**config.mk**
```make
export PLATFORM = sky130hd
export DESIGN_NAME = lane_rr_arbiter
export DESIGN_NICKNAME = d
export VERILOG_FILES = /design/src/rtl/lane_arb_pkg.sv /design/src/rtl/lane_rr_arbiter_rr_pick.sv /design/src/rtl/lane_rr_arbiter.sv
export SDC_FILE = /design/constraint.sdc
export NUM_CORES = 1
export LEC_CHECK = 0
export ABC_CLOCK_PERIOD_IN_PS = 5150
export CAP_MARGIN = 30
export CORE_MARGIN = 2
export CORE_UTILIZATION = 45
export CTS_CLUSTER_SIZE = 30
export DETAILED_ROUTE_END_ITERATION = 12
export PLACE_DENSITY = 0.88
export SLEW_MARGIN = 0
export SYNTH_ARGS = -nofsm -noshare
export SYNTH_HDL_FRONTEND = slang
export SYNTH_SLANG_ARGS = --single-unit
```
**constraint.sdc**
```tcl
create_clock -name i_clk -period 5.15 [get_ports i_clk]
set_clock_uncertainty 0.1 [all_clocks]
set_input_delay 1.2875 -clock i_clk [delete_from_list [all_inputs] [get_ports i_clk]]
set_output_delay 1.2875 -clock i_clk [all_outputs]
set_load 0.02 [all_outputs]
```
**src/rtl/lane_arb_pkg.sv**
```systemverilog
// Shared types and default sizing for the lane round-robin arbiter.
package lane_arb_pkg;

  localparam int unsigned LANE_SIZE = 8;
  localparam int unsigned LANE_W    = 8;

  typedef logic [$clog2(LANE_SIZE)-1:0] lane_idx_t;
  typedef logic [LANE_W-1:0]            lane_data_t;

  typedef enum logic {
    IDLE  = 1'b0,
    GRANT = 1'b1
  } arb_state_e;

endpackage

```
**src/rtl/lane_rr_arbiter_rr_pick.sv**
```systemverilog
// Round-robin pick: first requester strictly after i_ptr, wrapping modulo SIZE.
module rr_pick
  import lane_arb_pkg::*;
#(
  parameter int unsigned SIZE = LANE_SIZE
) (
  input  logic [SIZE-1:0]         i_req,
  input  logic [$clog2(SIZE)-1:0] i_ptr,
  output logic                    o_any,
  output logic [$clog2(SIZE)-1:0] o_idx
);

  localparam int unsigned IW = $clog2(SIZE);

  int unsigned w_pos;
  logic        w_found;

  // Walking positions ptr+1 .. ptr+SIZE folds rotate, encode and un-rotate into one
  // pass; the owner itself is visited last so a lone requester is re-picked.
  always_comb begin
    o_any   = |i_req;
    o_idx   = '0;
    w_found = 1'b0;
    w_pos   = 0;
    for (int unsigned k = 1; k <= SIZE; k++) begin
      w_pos = 32'(i_ptr) + k;
      if (w_pos >= SIZE) w_pos = w_pos - SIZE;
      if (!w_found && i_req[IW'(w_pos)]) begin
        w_found = 1'b1;
        o_idx   = IW'(w_pos);
      end
    end
  end

endmodule

```
**src/rtl/lane_rr_arbiter.sv**
```systemverilog
// Packet-holding round-robin arbiter for SIZE lanes onto one channel.
// Optional stall timeout enabled by defining LANE_ARB_TIMEOUT_EN.
module lane_rr_arbiter
  import lane_arb_pkg::*;
#(
  parameter int unsigned SIZE     = LANE_SIZE,
  parameter int unsigned W        = LANE_W,
  parameter int unsigned MAX_HOLD = 16
) (
  input  logic                    i_clk,
  input  logic                    i_rst_n,
  input  logic [SIZE-1:0]         i_req,
  input  logic [SIZE-1:0]         i_last,
  input  logic [SIZE-1:0][W-1:0]  i_data,
  input  logic                    i_ready,
  output logic [SIZE-1:0]         o_gnt,
  output logic                    o_valid,
  output logic [W-1:0]            o_data,
  output logic                    o_last,
  output logic [$clog2(SIZE)-1:0] o_owner,
  output logic                    o_busy,
  output logic                    o_timeout
);

  localparam int unsigned IW = $clog2(SIZE);

  arb_state_e      r_state, w_state_nxt;
  logic [IW-1:0]   r_owner, w_owner_nxt;
  logic [IW-1:0]   r_ptr, w_ptr_nxt;
  logic [SIZE-1:0] r_gnt, w_gnt_nxt;
  logic [IW-1:0]   w_pick_idx;
  logic            w_pick_any;
  logic            w_xfer;
  logic            w_release;
  logic            w_expire;
  logic            w_take;

  rr_pick #(.SIZE(SIZE)) u_pick (
    .i_req (i_req),
    .i_ptr (r_ptr),
    .o_any (w_pick_any),
    .o_idx (w_pick_idx)
  );

  always_comb begin
    o_busy    = (r_state == GRANT);
    o_valid   = o_busy & i_req[r_owner];
    o_last    = o_valid & i_last[r_owner];
    o_data    = o_busy ? i_data[r_owner] : '0;
    o_gnt     = r_gnt;
    o_owner   = r_owner;
    w_xfer    = o_valid & i_ready;
    w_release = (w_xfer & i_last[r_owner]) | w_expire;
  end

  always_comb begin
    w_state_nxt = r_state;
    w_owner_nxt = r_owner;
    w_ptr_nxt   = r_ptr;
    w_gnt_nxt   = r_gnt;
    w_take      = 1'b0;
    case (r_state)
      IDLE:  w_take = w_pick_any;
      GRANT: begin
        if (w_release) begin
          w_take = w_pick_any;
          if (!w_pick_any) begin
            w_state_nxt = IDLE;
            w_gnt_nxt   = '0;
          end
        end
      end
    endcase
    if (w_take) begin
      w_state_nxt            = GRANT;
      w_owner_nxt            = w_pick_idx;
      w_ptr_nxt              = w_pick_idx;
      w_gnt_nxt              = '0;
      w_gnt_nxt[w_pick_idx]  = 1'b1;
    end
  end

  always_ff @(posedge i_clk or negedge i_rst_n) begin
    if (!i_rst_n) begin
      r_state <= IDLE;
      r_owner <= '0;
      r_ptr   <= IW'(SIZE - 1);
      r_gnt   <= '0;
    end else begin
      r_state <= w_state_nxt;
      r_owner <= w_owner_nxt;
      r_ptr   <= w_ptr_nxt;
      r_gnt   <= w_gnt_nxt;
    end
  end

`ifdef LANE_ARB_TIMEOUT_EN
  localparam int unsigned HW = $clog2(MAX_HOLD + 1);

  logic [HW-1:0] r_hold;
  logic          r_timeout;

  assign w_expire  = o_busy & ~w_xfer & (r_hold == HW'(MAX_HOLD - 1));
  assign o_timeout = r_timeout;

  always_ff @(posedge i_clk or negedge i_rst_n) begin
    if (!i_rst_n) begin
      r_hold    <= '0;
      r_timeout <= 1'b0;
    end else begin
      r_timeout <= w_expire;
      if (!o_busy || w_xfer || w_release) r_hold <= '0;
      else                                r_hold <= r_hold + HW'(1);
    end
  end
`else
  assign w_expire  = 1'b0 & (MAX_HOLD != 0);
  assign o_timeout = 1'b0;
`endif

endmodule

```
Word level (Yosys, flattened, before mapping)
Cells that the tools add are included.

word-level totals
  register bits after elaboration = 15
  input port bits = 83
  output and inout bits = 23
  logic and storage cells = 122

cells by class
  add/sub/neg operators = 16
  order comparisons = 19
  eq/ne operators = 1
  multiplexer cells = 58
  bitwise operators = 5
  reductions and logical operators = 19

operators by type and width
  kind                                                        number
  2-to-1 mux 3 bit                                            16
  2-to-1 mux 8 bit                                            6
  less-than comparator 3 x 4 -> 1 bit, second input constant  10
  binary-select mux 1 bit (select 3 bit)                      10
  >= comparator 4 bit, second input constant                  7
  binary-select mux 8 bit (select 3 bit)                      1
  subtractor 3 x 1 -> 3 bit, second input constant            8
  2-to-1 mux 1 bit                                            23
  adder 3 x 3 -> 4 bit, second input constant                 4
  adder 3 x 2 -> 4 bit, second input constant                 2
  logical AND 1 bit                                           8
  OR reduction 8 bit                                          1
  zero test 1 bit                                             7
  adder 3 x 4 -> 5 bit, second input constant                 1
  >= comparator 5 x 4 -> 1 bit, second input constant         1
  adder 3 x 1 -> 4 bit, second input constant                 1
  bitwise AND 1 bit                                           4
  nonzero test 2 bit                                          2
  demux 1 bit (select 3 bit)                                  1
  >= comparator 3 x 1 -> 1 bit, second input constant         1
  AND reduction 3 bit                                         1
  != test 2 x 1 -> 1 bit, second input constant               1
  one-hot mux 1 bit (2 select lines)                          1
  NOT 1 bit                                                   1

Logic depth before layout (Yosys ltp)
Gate-level depths: netlist (run 1).

  depth after elaboration = 32
  depth in mapped cells = 12
  depth with buffers taken out = 9

Modules after synthesis
Synthesis (run 1) repeated with hierarchy kept, for this count alone.

second synthesis, totals
  cells, all modules = 221
  area, all modules = 2397.3 µm²

modules (own cells, without submodules)
  module           times used  cells an instance  area an instance (µm²)  seq. area each (µm²)
  lane_rr_arbiter  1           109                1370.1                  379.1
  rr_pick          1           112                1027.2                  0.0

Worst setup path before layout (run 1)
No wires, ideal clock.

  kind = input port to output port
  start point = in i_req[3]
  end point = out o_last
  arrival = 2.122 ns
  required time = 3.763 ns
  setup slack = 1.641 ns
  cell stages on the path = 4
  buffers on the path = 0
  cells stage by stage = mux4_2 -> nand3_1 -> nand2_1 -> and2_1

between the ends
  word-level cells in the longest chain between the ends = 4

ends and longest elaborated chain
  element                                 RTL line               text
  start, declared                         lane_rr_arbiter.sv:12  input logic [SIZE-1:0] i_req,
  binary-select mux 1 bit (select 3 bit)  lane_rr_arbiter.sv:47  o_valid = o_busy & i_req[r_owner];
  2-to-1 mux 1 bit (implied by the code)  lane_rr_arbiter.sv:47
  bitwise AND 1 bit                       lane_rr_arbiter.sv:47
  bitwise AND 1 bit                       lane_rr_arbiter.sv:48  o_last = o_valid & i_last[r_owner];
  end, declared                           lane_rr_arbiter.sv:19  output logic o_last,

No other way between the ends. The select of a mux whose other input is x is not followed.

Worst setup path in the final report (run 1)
Same ends and word-level chain as after synthesis.

==> results.ini, run 1 <==
[die]
initial_core_util = 0.4657
io_pins = 106
dieArea_um2 = 5463
die_h_um = 73.92
placementRows = 25
core_um2 = 4723
die_width_um = 73.92

[global_routing]
antenna_found_initial = 0
grt_pass1_vias = 2421
grt.overflow.total = 0
gr-usage-all-layers = 0.2788
grt_pass1_wl_um = 11740
grt_max_degree = 18

[logic_synthesis]
yosysWarningCount = 0
yosys-top-cells-area = mux4_2 31%, dfrtp_1 14%, nand2_1 6.1%
synth_edf_count = 0
ys_seq_elements = 15
syn_inst = 222
syn_area_um2 = 2200
synth_top_area_cell = mux4_2
avgSynthCellArea_um2 = 9.908
ys_types = 52
synth_nets = 307
ys_async_sr_fraction = 1.000
synthTopCellsByCount = 36 x nand2_1, 30 x mux4_2, 12 x dfrtp_1
post-synth-top-count-cell = nand2_1
synth.top_cell.area_share = 0.3072
seq_area_frac_synth = 0.1724
synthFlopType = dfrtp_1

[cts]
htreeDepth = 1
cts_max_path_buffers = 2
cts_resized = 0
clock-root-buffer = clkbuf_8
cts_tree = built
clkLatencyLatePin_ns = 0.24
cts.sinks = 15
cts-hold-fix-buffers = 0
postCtsSetupBuffers = 0
path_clk_slew_ns = 0.06
cts-buffers-inserted = 3

[sta]
final_max_slew_viol_count = 0
fin_tns_setup_ns = 0
layout_min_cycle_time_ns = 4.646
layout_setup_ws_ns = 0.5040
rsz0062_at_grt = false
finalSetupViolCount = 0
fmax_mhz = 215.2
fin_crit_sh = 0.9021
finalHoldViolations = 0
relSlewSlack = 0.5668
tightest_slew_ns = 0.6478

[detailed_routing]
dr.pass1.iters = 4
wl_met3_um = 567
ant_nets = 0
dr.max_layer_used = met4
wl_met2_um = 3755
routed_wl_um = 7101
avgViaCountPerCell = 6.110
met1_length_um = 2528
drt-initial-drc-count = 249
route.detailed.drc = 0
num_vias = 2340
avgRoutedWirePerCell_um = 18.54

[flow_run]
drv_cap = 0

[critical_path]
crit_chain = clkdlybuf4s50_1, mux4_2, nand3_1, nand2_1, and2_1, clkdlybuf4s50_1
cp_slowest_cell = clkdlybuf4s50_1
crit_family = buffers and inverters
timing.critical_path.mode_cell = clkdlybuf4s50_1
cp_max_fo = 8
worst-setup-path-type = primary input to primary output
startpoint_type = primary input
cp.required_ns = 3.76
worst_path_largest_cell_delay_ns = 0.55
critical_path_buf_inv_count = 2
cp.arrival_ns = 3.26
crit_path_end_kind = primary output

[run_status]
status = finished clean

[power_and_ir_drop]
p_total_mw = 2.243
p_per_area_nw_per_um2 = 679.1
total_leakage_power_nw = 1.255
vdd_drop_max_v = 0.0003404

[hold_path]
hold_path.class = flop to flop

[placed_design]
gp_congestion = 0.8813
dp_slack_ns = 0.5407
portBuffers = 104
dp_hpwl_um = 5797
place_area_um2 = 3257

[final_layout]
drive_gt1_frac = 0.1709
fillCellCount = 352
fin_area_um2 = 3303
n_antenna_cell = 0
area_delta_synth_final_pct = 50.17
fin_util = 0.6993
fin_nets = 402

-- layout by cell type, fill, tap and decap left out, drive strengths merged, types with 3 or more instances in the layout --
| cell type | instances |
|---|---|
| a21oi | 8 |
| a21o | 3 |
| mux2i | 13 |
| o22ai | 3 |
| or2 | 4 |
| o211ai | 3 |
| clkdlybuf4s50 | 104 |
| nand2b | 4 |
| mux4 | 30 |
| nor2 | 10 |
| buf | 4 |
| a21boi | 9 |
| dfstp | 3 |
| inv | 9 |
| dfrtp | 12 |
| nand3b | 3 |
| a32o | 5 |
| nand3 | 6 |
| a31oi | 3 |
| and2 | 3 |
| a221oi | 5 |
| o21ai | 3 |
| nand2 | 36 |
| clkbuf | 3 |
| o31ai | 4 |
-- stage by stage --
stage	hold slack (ns)	cells
final	0.3780	383
after global placement	0.3734	379
after CTS	0.3825	383
after global routing	0.4298	383
after floorplan	0.4925	222
after detailed placement	0.3698	379
-- per-layer routing --
layer,up-vias,track usage
met5,-,0
met4,0,0.09697
met3,20,0.04664
met2,130,0.4960
met1,1134,0.3400
li1,1056,-
-- path summary, 6_finish.rpt --
check | from | end | slack [ns] | cells past startpoint
hold reg to reg | o_gnt[3] | o_gnt[3] | 0.38 | 2
setup / recovery | i_req[3] | o_last | 0.50 | 6
min in group asynchronous | i_rst_n | o_gnt[5] | 1.35 | 1
hold / removal | o_gnt[3] | o_gnt[3] | 0.38 | 2
setup reg to reg | r_ptr[1] | o_gnt[0] | 1.21 | 9
max in group asynchronous | i_rst_n | o_gnt[7] | 3.19 | 1
-- cell type report --
type	count	area, um2	share of cell area
Multi-Input combinational cell	179	1685	0.5102
Timing Repair Buffer	108	1071	0.3242
Sequential cell	15	379.1	0.1148
Tap cell	67	83.83	0.02538
Clock buffer	3	41.29	0.01250
Inverter	10	37.54	0.01136
Clock inverter	1	5.005	0.001515
-- state kept, by name (all words and copies together), names as in the netlist --
register  flops
o_owner       3
o_busy        1
o_gnt         8
r_ptr         3
-- worst register-to-register path, delay by kind of cell (launching register included) --
kind	cells	cell delay, ns
buf+inv	2	0.27
compound gates	4	1.15
flops	1	0.73
mux	2	0.91
fa+ha+maj	1	0.69
-- report_power, final --
group	internal, mW	switching [mW]	leakage (nW)	total [mW]
clock	0.0534	0.0376	0.0255	0.0910
combinational	0.886	0.967	1.05	1.85
sequential	0.170	0.130	0.183	0.299
total	1.11	1.13	1.26	2.24
-- kinds of logic (layout without fill, tap and decap cells) --
logic type                 after synthesis  after routing  share of synthesized area
other                                    1              1                   0.001705
DFF                                     15             15                     0.1724
adders and majority gates                2              2                    0.01137
and+or+nand+nor                         71             71                     0.1490
muxes                                   44             44                     0.3862
xor gates and xnor gates                 4              4                    0.01934
buffers and inverters                   28            122                    0.06143
AOI/OAI and AO/OA                       57             57                     0.1985
No activity file was read; power rests on OpenSTA's default activity.
==> run 2: changes to the inputs <==
--- a/config.mk
+++ b/config.mk
@@ -7,7 +7,7 @@
 export LEC_CHECK = 0
 export ABC_CLOCK_PERIOD_IN_PS = 5150
 export CAP_MARGIN = 30
-export CORE_MARGIN = 2
+export CORE_MARGIN = 10
 export CORE_UTILIZATION = 45
 export CTS_CLUSTER_SIZE = 30
 export DETAILED_ROUTE_END_ITERATION = 12
==> run 2 against run 1 <==
Non-clock buffer count shrank 1. Register-to-register slack hardly changed. Design area fell by 0.27%. Via count grew 1.2%. Fmax rose by 0.27%. Sequential share of layout area about the same. Die area is 48% higher. Worst hold slack gained 0.013 ns. Critical endpoint unchanged. Worst setup slack gained 0.012 ns. Critical path depth stayed put.
==> results.ini, run 2 (same netlist as run 1, synthesis figures left out) <==
[critical_path]
cp.required_ns = 3.76  ; about the same
crit_path_end_kind = primary output
startpoint_type = primary input
worst-setup-path-type = primary input to primary output
r2r_setup_slack_ns = 1.20  ; about the same
reg2reg_depth = 9  ; unchanged
cp.arrival_ns = 3.25  ; about the same
cp_max_fo = 8  ; unchanged

[final_layout]
n_antenna_cell = 0  ; unchanged
layout_common_cells = 104 x clkdlybuf4s50_1, 36 x nand2_1, 30 x mux4_2, 12 x dfrtp_1, 10 x nor2_1
fin_area_um2 = 3294  ; -0.27%
fillCellCount = 358  ; +1.7%
largest_register_ffs = 8  ; unchanged
fin_nets = 401  ; -0.25%
final_common_cell = clkdlybuf4s50_1
fin_util = 0.6975  ; -0.001855
finalNonFillerCells = 382  ; -0.26%
drive_gt1_frac = 0.1651  ; -0.005807
area_delta_synth_final_pct = 49.77

[placed_design]
portBuffers = 104  ; unchanged
gp_congestion = 0.8876  ; +0.71%
place_area_um2 = 3249  ; -0.23%
dp_hpwl_um = 6538  ; +13%
place_inst = 378  ; -0.26%

[power_and_ir_drop]
total_leakage_power_nw = 1.248  ; -0.61%
vdd_drop_max_v = 0.0003058  ; -10%
p_per_area_nw_per_um2 = 684.1  ; +0.74%

[detailed_routing]
wl_met2_um = 4179  ; +11%
met1_length_um = 2711  ; +7.2%
num_vias = 2369  ; +1.2%
avgViaCountPerCell = 6.202  ; +1.5%
avgRoutedWirePerCell_um = 20.66  ; +11%
dr.max_layer_used = met4
drt-initial-drc-count = 172  ; -31%
routed_wl_um = 7893  ; +11%
dr.pass1.iters = 6  ; +2
ant_nets = 0  ; unchanged
wl_met3_um = 809  ; +43%
route.detailed.drc = 0  ; unchanged

[hold_path]
hold_path.class = flop to flop
worstHoldPathCells = 2  ; unchanged

[sta]
fmax_mhz = 215.8  ; +0.27%
fin_crit_sh = 0.8997  ; -0.002417
layout_min_cycle_time_ns = 4.634  ; -0.01245 ns
finalHoldViolations = 0  ; unchanged
fin_tns_setup_ns = 0  ; unchanged
relSlewSlack = 0.5132  ; -0.05365
finalSetupViolCount = 0  ; unchanged
tightest_slew_ns = 0.7303  ; +0.08250 ns
whs_ns = 0.3915  ; +0.01346 ns
rsz0062_at_grt = false
final_max_slew_viol_count = 0  ; unchanged

[die]
io_pins = 106  ; unchanged
die_width_um = 89.92  ; +22%
die_h_um = 89.92  ; +22%
initial_core_util = 0.4657  ; unchanged
dieArea_um2 = 8085  ; +48%
core_um2 = 4723  ; unchanged
placementRows = 25  ; unchanged

[cts]
cts-buffers-inserted = 3  ; unchanged
cts_tree = built
cts.sinks = 15  ; unchanged
cts_max_path_buffers = 2  ; unchanged
clock-root-buffer = clkbuf_8
postCtsSetupBuffers = 0  ; unchanged
clkLatencyLatePin_ns = 0.24  ; about the same
htreeDepth = 1  ; unchanged
cts-hold-fix-buffers = 0  ; unchanged
path_clk_slew_ns = 0.06  ; about the same
cts_resized = 0  ; unchanged

[global_routing]
grt_pass1_wl_um = 12810  ; +9.2%
grt.overflow.total = 0  ; unchanged
antenna_found_initial = 0  ; unchanged
gr-usage-all-layers = 0.1883  ; -0.09045
grt_max_degree = 18  ; unchanged
grt_pass1_vias = 2473  ; +2.1%

[run_status]
status = finished clean

[flow_run]
drv_cap = 0  ; unchanged

==> run 2: changes by cell type in the layout (fill, tap and decap cells not counted), sizes merged <==
cell	previous run	this run
clkinv	2	1
buf	4	3
clkbuf	3	4
==> run 2: stage by stage <==
stage	power [mW]	worst slack [ns]
4_1_cts	2.231	0.5350
3_5_place_dp	2.130	0.5602
2_1_floorplan	1.634	1.641
5_1_grt	2.410	0.4323
6_report	2.254	0.5165
3_3_place_gp	2.090	0.5645
==> run 2: power by group <==
part / switching, mW / internal (mW) / leakage, nW
clock: 0.0382 / 0.0547 / 0.0228
sequential: 0.134 / 0.170 / 0.183
combinational: 0.976 / 0.881 / 1.04
==> run 2: cell type report <==
| type | count | area (um2) | area share |
|---|---|---|---|
| repair buffers | 107 | 1064 | 0.3228 |
| multi-input cells | 179 | 1685 | 0.5116 |
| well taps | 67 | 83.83 | 0.02545 |
| inverters | 10 | 37.54 | 0.01139 |
| clock buffers | 4 | 45.04 | 0.01367 |
| flip-flops and latches | 15 | 379.1 | 0.1151 |
==> run 2: final timing paths <==
check / end / start
setup / recovery: o_last / i_req[3]
hold / removal: o_gnt[1] / o_gnt[1]
setup reg to reg: o_gnt[2] / r_ptr[1]
hold reg to reg: o_gnt[1] / o_gnt[1]
max in group asynchronous: o_gnt[5] / i_rst_n
min in group asynchronous: o_gnt[6] / i_rst_n
==> run 2: critical path, stage by stage <==
cell and delay [ns]:
clkdlybuf4s50_1 0.53, mux4_2 0.53, nand3_1 0.10, nand2_1 0.08, and2_1 0.16, clkdlybuf4s50_1 0.55
==> run 2: layer usage <==
layer / up-vias / global-route usage
li1: 1054 / -
met1: 1171 / 0.2023
met2: 130 / 0.3426
met3: 14 / 0.06151
met4: 0 / 0.05438
met5: - / 0
==> run 3: changes to the inputs <==
--- a/config.mk
+++ b/config.mk
@@ -12,6 +12,7 @@
 export CTS_CLUSTER_SIZE = 30
 export DETAILED_ROUTE_END_ITERATION = 12
 export PLACE_DENSITY = 0.88
+export SKIP_LAST_GASP = 1
 export SLEW_MARGIN = 0
 export SYNTH_ARGS = -nofsm -noshare
 export SYNTH_HDL_FRONTEND = slang
==> results of run 3 <==
Same layout as run 2: the final DEF is identical, and so are final timing and power.
